$ cat config.mk
export PLATFORM = sky130hd
export DESIGN_NAME = main_comparator_strait
export DESIGN_NICKNAME = d
export VERILOG_FILES = /design/src/rtl/strait_bist_pkg.sv /design/src/rtl/strait_fail_capture.sv /design/src/rtl/main_comparator_strait.sv
export SDC_FILE = /design/constraint.sdc
export NUM_CORES = 1
export LEC_CHECK = 0
export ABC_AREA = 0
export BUFFER_PORTS_ARGS = -buffer_cell sky130_fd_sc_hd__buf_2
export CELL_PAD_IN_SITES_DETAIL_PLACEMENT = 0
export CELL_PAD_IN_SITES_GLOBAL_PLACEMENT = 2
export CORE_MARGIN = 8
export CORE_UTILIZATION = 11
export DETAILED_ROUTE_END_ITERATION = 8
export PLACE_DENSITY_LB_ADDON = 0.1
export SYNTH_ARGS = -nofsm -noshare
export SYNTH_HDL_FRONTEND = slang
export SYNTH_SLANG_ARGS = --single-unit
$ cat constraint.sdc
create_clock -name clk -period 1.8 [get_ports clk]
set_input_delay 0 -clock clk [delete_from_list [all_inputs] [get_ports clk]]
set_output_delay 0 -clock clk [all_outputs]
set_load 0.02 [all_outputs]
$ cat src/rtl/strait_bist_pkg.sv
`default_nettype none
// ============================================================================
// Module   : strait_bist_pkg
// Purpose  : Shared widths and word type for the STRAIT BIST datapath.
// Revision : 1.0 - initial release
// ============================================================================
package strait_bist_pkg;

    localparam int STRAIT_WORD_W    = 32;
    localparam int STRAIT_FAILCNT_W = 16;

    typedef logic [STRAIT_WORD_W-1:0] strait_word_t;

endpackage
`default_nettype wire

$ cat src/rtl/strait_fail_capture.sv
`default_nettype none
// ============================================================================
// Module   : strait_fail_capture
// Purpose  : Saturating mismatch counter plus first-failure word capture.
// Revision : 1.0 - initial release
// ============================================================================
module strait_fail_capture
    import strait_bist_pkg::*;
#(
    parameter int WIDTH = STRAIT_WORD_W,
    parameter int CNT_W = STRAIT_FAILCNT_W
) (
    input  logic             clk,
    input  logic             rst,
    input  logic             mismatch,
    input  logic             error_q,
    input  logic [WIDTH-1:0] accum_out,
    input  logic [WIDTH-1:0] expected,
    output logic [CNT_W-1:0] fail_count,
    output logic [WIDTH-1:0] first_actual,
    output logic [WIDTH-1:0] first_expected
);

    localparam logic [CNT_W-1:0] C_CNT_MAX = {CNT_W{1'b1}};

    always_ff @(posedge clk) begin
        if (!rst) begin
            fail_count     <= '0;
            first_actual   <= '0;
            first_expected <= '0;
        end else if (mismatch) begin
            if (fail_count != C_CNT_MAX) begin
                fail_count <= fail_count + 1'b1;
            end
            // The sticky flag still low means this is the first failure since reset.
            if (!error_q) begin
                first_actual   <= accum_out;
                first_expected <= expected;
            end
        end
    end

endmodule
`default_nettype wire

$ cat src/rtl/main_comparator_strait.sv
`default_nettype none
// ============================================================================
// Module   : main_comparator_strait
// Purpose  : Final BIST response checker; sticky ERROR on any word mismatch.
//            Define MAIN_COMPARATOR_STRAIT_DIAG_EN for fail count/capture ports.
// Revision : 1.0 - initial release
// ============================================================================
module main_comparator_strait
    import strait_bist_pkg::*;
#(
    parameter int WIDTH = STRAIT_WORD_W
`ifdef MAIN_COMPARATOR_STRAIT_DIAG_EN
    ,
    parameter int CNT_W = STRAIT_FAILCNT_W
`endif
) (
    input  logic             clk,
    input  logic             rst,
    input  logic [WIDTH-1:0] accum_out,
    input  logic [WIDTH-1:0] expected,
    output logic             ERROR
`ifdef MAIN_COMPARATOR_STRAIT_DIAG_EN
    ,
    output logic [CNT_W-1:0] fail_count,
    output logic [WIDTH-1:0] first_actual,
    output logic [WIDTH-1:0] first_expected
`endif
);

    logic w_mismatch;

    // X/Z inputs leave the inequality non-1, so the flag simply holds.
    assign w_mismatch = (accum_out != expected);

    always_ff @(posedge clk) begin
        if (!rst) begin
            ERROR <= 1'b0;
        end else if (w_mismatch) begin
            ERROR <= 1'b1;
        end
    end

`ifdef MAIN_COMPARATOR_STRAIT_DIAG_EN
    strait_fail_capture #(
        .WIDTH (WIDTH),
        .CNT_W (CNT_W)
    ) u_fail_capture (
        .clk            (clk),
        .rst            (rst),
        .mismatch       (w_mismatch),
        .error_q        (ERROR),
        .accum_out      (accum_out),
        .expected       (expected),
        .fail_count     (fail_count),
        .first_actual   (first_actual),
        .first_expected (first_expected)
    );
`endif

endmodule
`default_nettype wire

* After elaboration in Yosys (flattened, before gate mapping)
Index checks and enable logic that the tools add are counted.
** Word-level totals
- Output and inout port bits :: 1
- Logic and storage cells :: 2
- Register bits :: 1
- Input bits :: 66
** Cells by class
- Equality and inequality tests :: 1
** Operator list (number)
- 32-bit inequality test :: 1

* Longest topological paths before layout
- Word-level depth :: 1
- Gate-level depth with buffers :: 4
- Mapped depth without buffers :: 4

* Least setup slack after synthesis
No wires, ideal clock.
- Path kind :: flip-flop to flip-flop
- Start :: reg, netlist name ERROR
- End :: reg ERROR
- Clock period less this slack :: 760 ps
- Required time :: 1669 ps
- Path slack :: 1040 ps
- Stages on the path, launching flop included :: 3
- Buffers on the path :: 0
- Arrival time :: 629 ps
- Library setup time :: 131 ps
- Cell sequence :: dfxtp_1 -> nor3_1 -> a31oi_1
** RTL lines
- to (signal assigned) :: RTL line main_comparator_strait.sv:37 : ERROR <= 1'b0;
- to (signal assigned) :: RTL line main_comparator_strait.sv:39 : ERROR <= 1'b1;
- to (decl) :: RTL line main_comparator_strait.sv:21 : output logic ERROR

* Worst setup path in the final report
- Start :: in expected[31]
- End :: reg ERROR
** Between the ends
- Word-level cells in the longest chain between the ends :: 1
** RTL lines
- from (decl) :: RTL line main_comparator_strait.sv:20 : input logic [WIDTH-1:0] expected,
- 32-bit inequality test :: RTL line main_comparator_strait.sv:33 : assign w_mismatch = (accum_out != expected);
No other way between the ends.
A chain may end at the register's enable or synchronous reset.

==> flow_summary.yaml <==
run_status:
  status: "complete, no violations"
synthesis:
  synth-adder-area-share: 0
  synth_top_area_cell: "xnor2_1"
  seq_area_frac_synth: 0.0533
  syn-cell-area_um2: 375
  synth_xor_area_frac: 0.747
  synthSimpleGateAreaFrac: 0.173
  avgSynthCellArea_um2: 8.16
  synth.top_cell.area_share: 0.723
  ys_types: 9
  muxShareOfSynthArea: 0
  synth_cells: 46
  ys_top_cells_by_area: "xnor2_1 72%, nand4_1 12%, dfxtp_1 5.3%, nor3_1 2.7%, xor2_1 2.3%"
  ys_seq_elements: 1
  synth_top_family_by_area: "XOR/XNOR gates"
  yosys_warnings: 0
  synth_compound_gate_area_share: 0.0167
  syn_nets: 112
critical_path:
  path_delay_family: "simple AND/OR/NAND/NOR gates"
  timing.rr.start: "ERROR$_SDFFE_PN0P_"
  cp-end-kind: "flop"
  crit_required_ns: 1.66
  rrSetupSlack_ns: 1.01
  cp_max_fo: 1
  cp_num_buf_inv: 1
  reg2reg_depth: 2
  cp-start-kind: "input pin"
  cp_slowest_cell: "nor4_1"
  crit_cells: 5
  critPathArrivalTime_ns: 0.80
  path_cells: "buf_2, xnor2_1, nand4_1, nor4_1, a31oi_1"
  r2r_end: "ERROR$_SDFFE_PN0P_"
  crit_type: "input pin to flop"
  slowest_delay_ns: 0.28
pwr:
  p_comb_frac: 0.863
  pwr-share-clk: 0
  power_frac_seq: 0.137
  p_int_mw: 0.125
  total_power_mw: 0.180
  switching_share: 0.310
  net-switching-power_mw: 0.0558
  power_density_nw_per_um2: 236
  irDropWorstVdd_mv: 0.0601
  p_leak_nw: 0.348
timing:
  grt_setup_unrepaired: "false"
  min_period_ns: 0.933
  slew_viol_final: 0
  setup_tns_ns: 0
  slew_headroom: 0.852
  min_period_over_period: 0.519
  finalHoldViolCount: 0
  max_freq_mhz: 1070
  fin_ws_ns: 0.867
  skew_ns: 0
  setup_violations: 0
  worst_pin_slew_ns: 0.220
placement:
  pre_cts_slack_ns: 0.874
  gp_congestion: 0.643
  dp_hpwl_mm: 1.56
  place_area_um2: 763
  io_buffers: 66
global_route:
  grt_pass1_wl_mm: 2.37
  grt_max_degree: 3
  gr-total-overflow: 0
  grt_pass1_vias: 596
  antenna_found_initial: 0
  grt.total_usage: 0.0512
final_layout:
  fillerInstances: 384
  area_delta_synth_final_pct: 103
  regMostFlops: "ERROR"
  final_util: 0.231
  top_regs: "ERROR (1)"
  final_common_cell: "buf_2"
  drive_gt1_frac: 0.589
  layout_common_cells: "66 x buf_2, 31 x xnor2_1, 7 x nand4_1"
  largest_register_ff_count: 1
  nNetsFinal: 180
  n_antenna_cell: 0
  design_area_um2: 763
route:
  wl_mm: 1.58
  antenna_left: 0
  drt_iter0_drc: 0
  drt_pass1_iterations: 1
  drc: 0
  avgViaCountPerCell: 3.41
  wl_per_cell_um: 10.0
  vias: 539
floorplanning:
  initial_core_util: 0.113
  ios: 67
  rows: 21
  dieArea_um2: 5540
  die_w_um: 74.4
  die_h_um: 74.4
  core_area_um2: 3310
clocking:
  cts_resized: 0
  path_clk_slew_ns: 0
  insertion_delay_ns: 0
  postCtsHoldBufs: 0
  post-cts-setup-buffer-count: 0
min_path:
  hold_class: "input pin to flop"
  min-delay-start: "rst"
  min_to: "ERROR$_SDFFE_PN0P_"
  whs_path_depth: 3
run:
  maxCapViolCount: 0
through the flow:
step                std cells  hold WS, ns
floorplan                  46        0.109
global placement          158        0.224
detailed placement        158        0.224
CTS                       158        0.224
global route              158        0.270
finish                    158        0.222
per-layer routing:
layer  vias up  GRT usage  wire (um)
met5         -          0          0
met4         0          0          0
met3         0     0.0189        266
met2        37     0.0968        769
met1       212     0.0556        545
li1        290          -          -
logic make-up (layout without fill, tap and decap cells):
group / after synthesis / after routing
buffers and inverters: 1 / 67
DFF: 1 / 1
xor gates and xnor gates: 32 / 32
and+or+nand+nor: 11 / 11
AOI/OAI and AO/OA: 1 / 1
tightest hold or removal path: stages:
cell and delay, ns:
buf_2 0.09, inv_1 0.04, a31oi_1 0.03
worst max path at each step:
stage	endpoint	slack [ns]	startpoint
after CTS	ERROR$_SDFFE_PN0P_	0.86	expected[19]
after global routing	ERROR$_SDFFE_PN0P_	0.73	expected[31]
after detailed placement	ERROR$_SDFFE_PN0P_	0.87	expected[19]
after global placement	ERROR$_SDFFE_PN0P_	0.86	expected[31]
after floorplan	ERROR$_SDFFE_PN0P_	1.04	ERROR$_SDFFE_PN0P_
final	ERROR$_SDFFE_PN0P_	0.87	expected[31]
layout make-up:
cell class / count / area [um2] / area share
Inverter: 1 / 3.75 / 0.00492
Tap cell: 46 / 57.6 / 0.0754
Sequential cell: 1 / 20.0 / 0.0262
Multi-Input combinational cell: 44 / 352 / 0.461
Timing Repair Buffer: 66 / 330 / 0.433
cells in the mapped netlist:
cell type	n
nor3_1	2
inv_1	1
nand3_1	1
xor2_1	1
nor4_1	1
nand4_1	7
dfxtp_1	1
a31oi_1	1
xnor2_1	31
power by group through the flow:
stage	Combinational [mW]	Sequential (mW)	Clock, mW
after floorplan	0.0689	0.0259	0
after detailed placement	0.158	0.0248	0
final	0.156	0.0246	0
after CTS	0.159	0.0248	0
after global placement	0.158	0.0247	0
after global routing	0.173	0.0249	0
(Power assumes the default switching activity.)
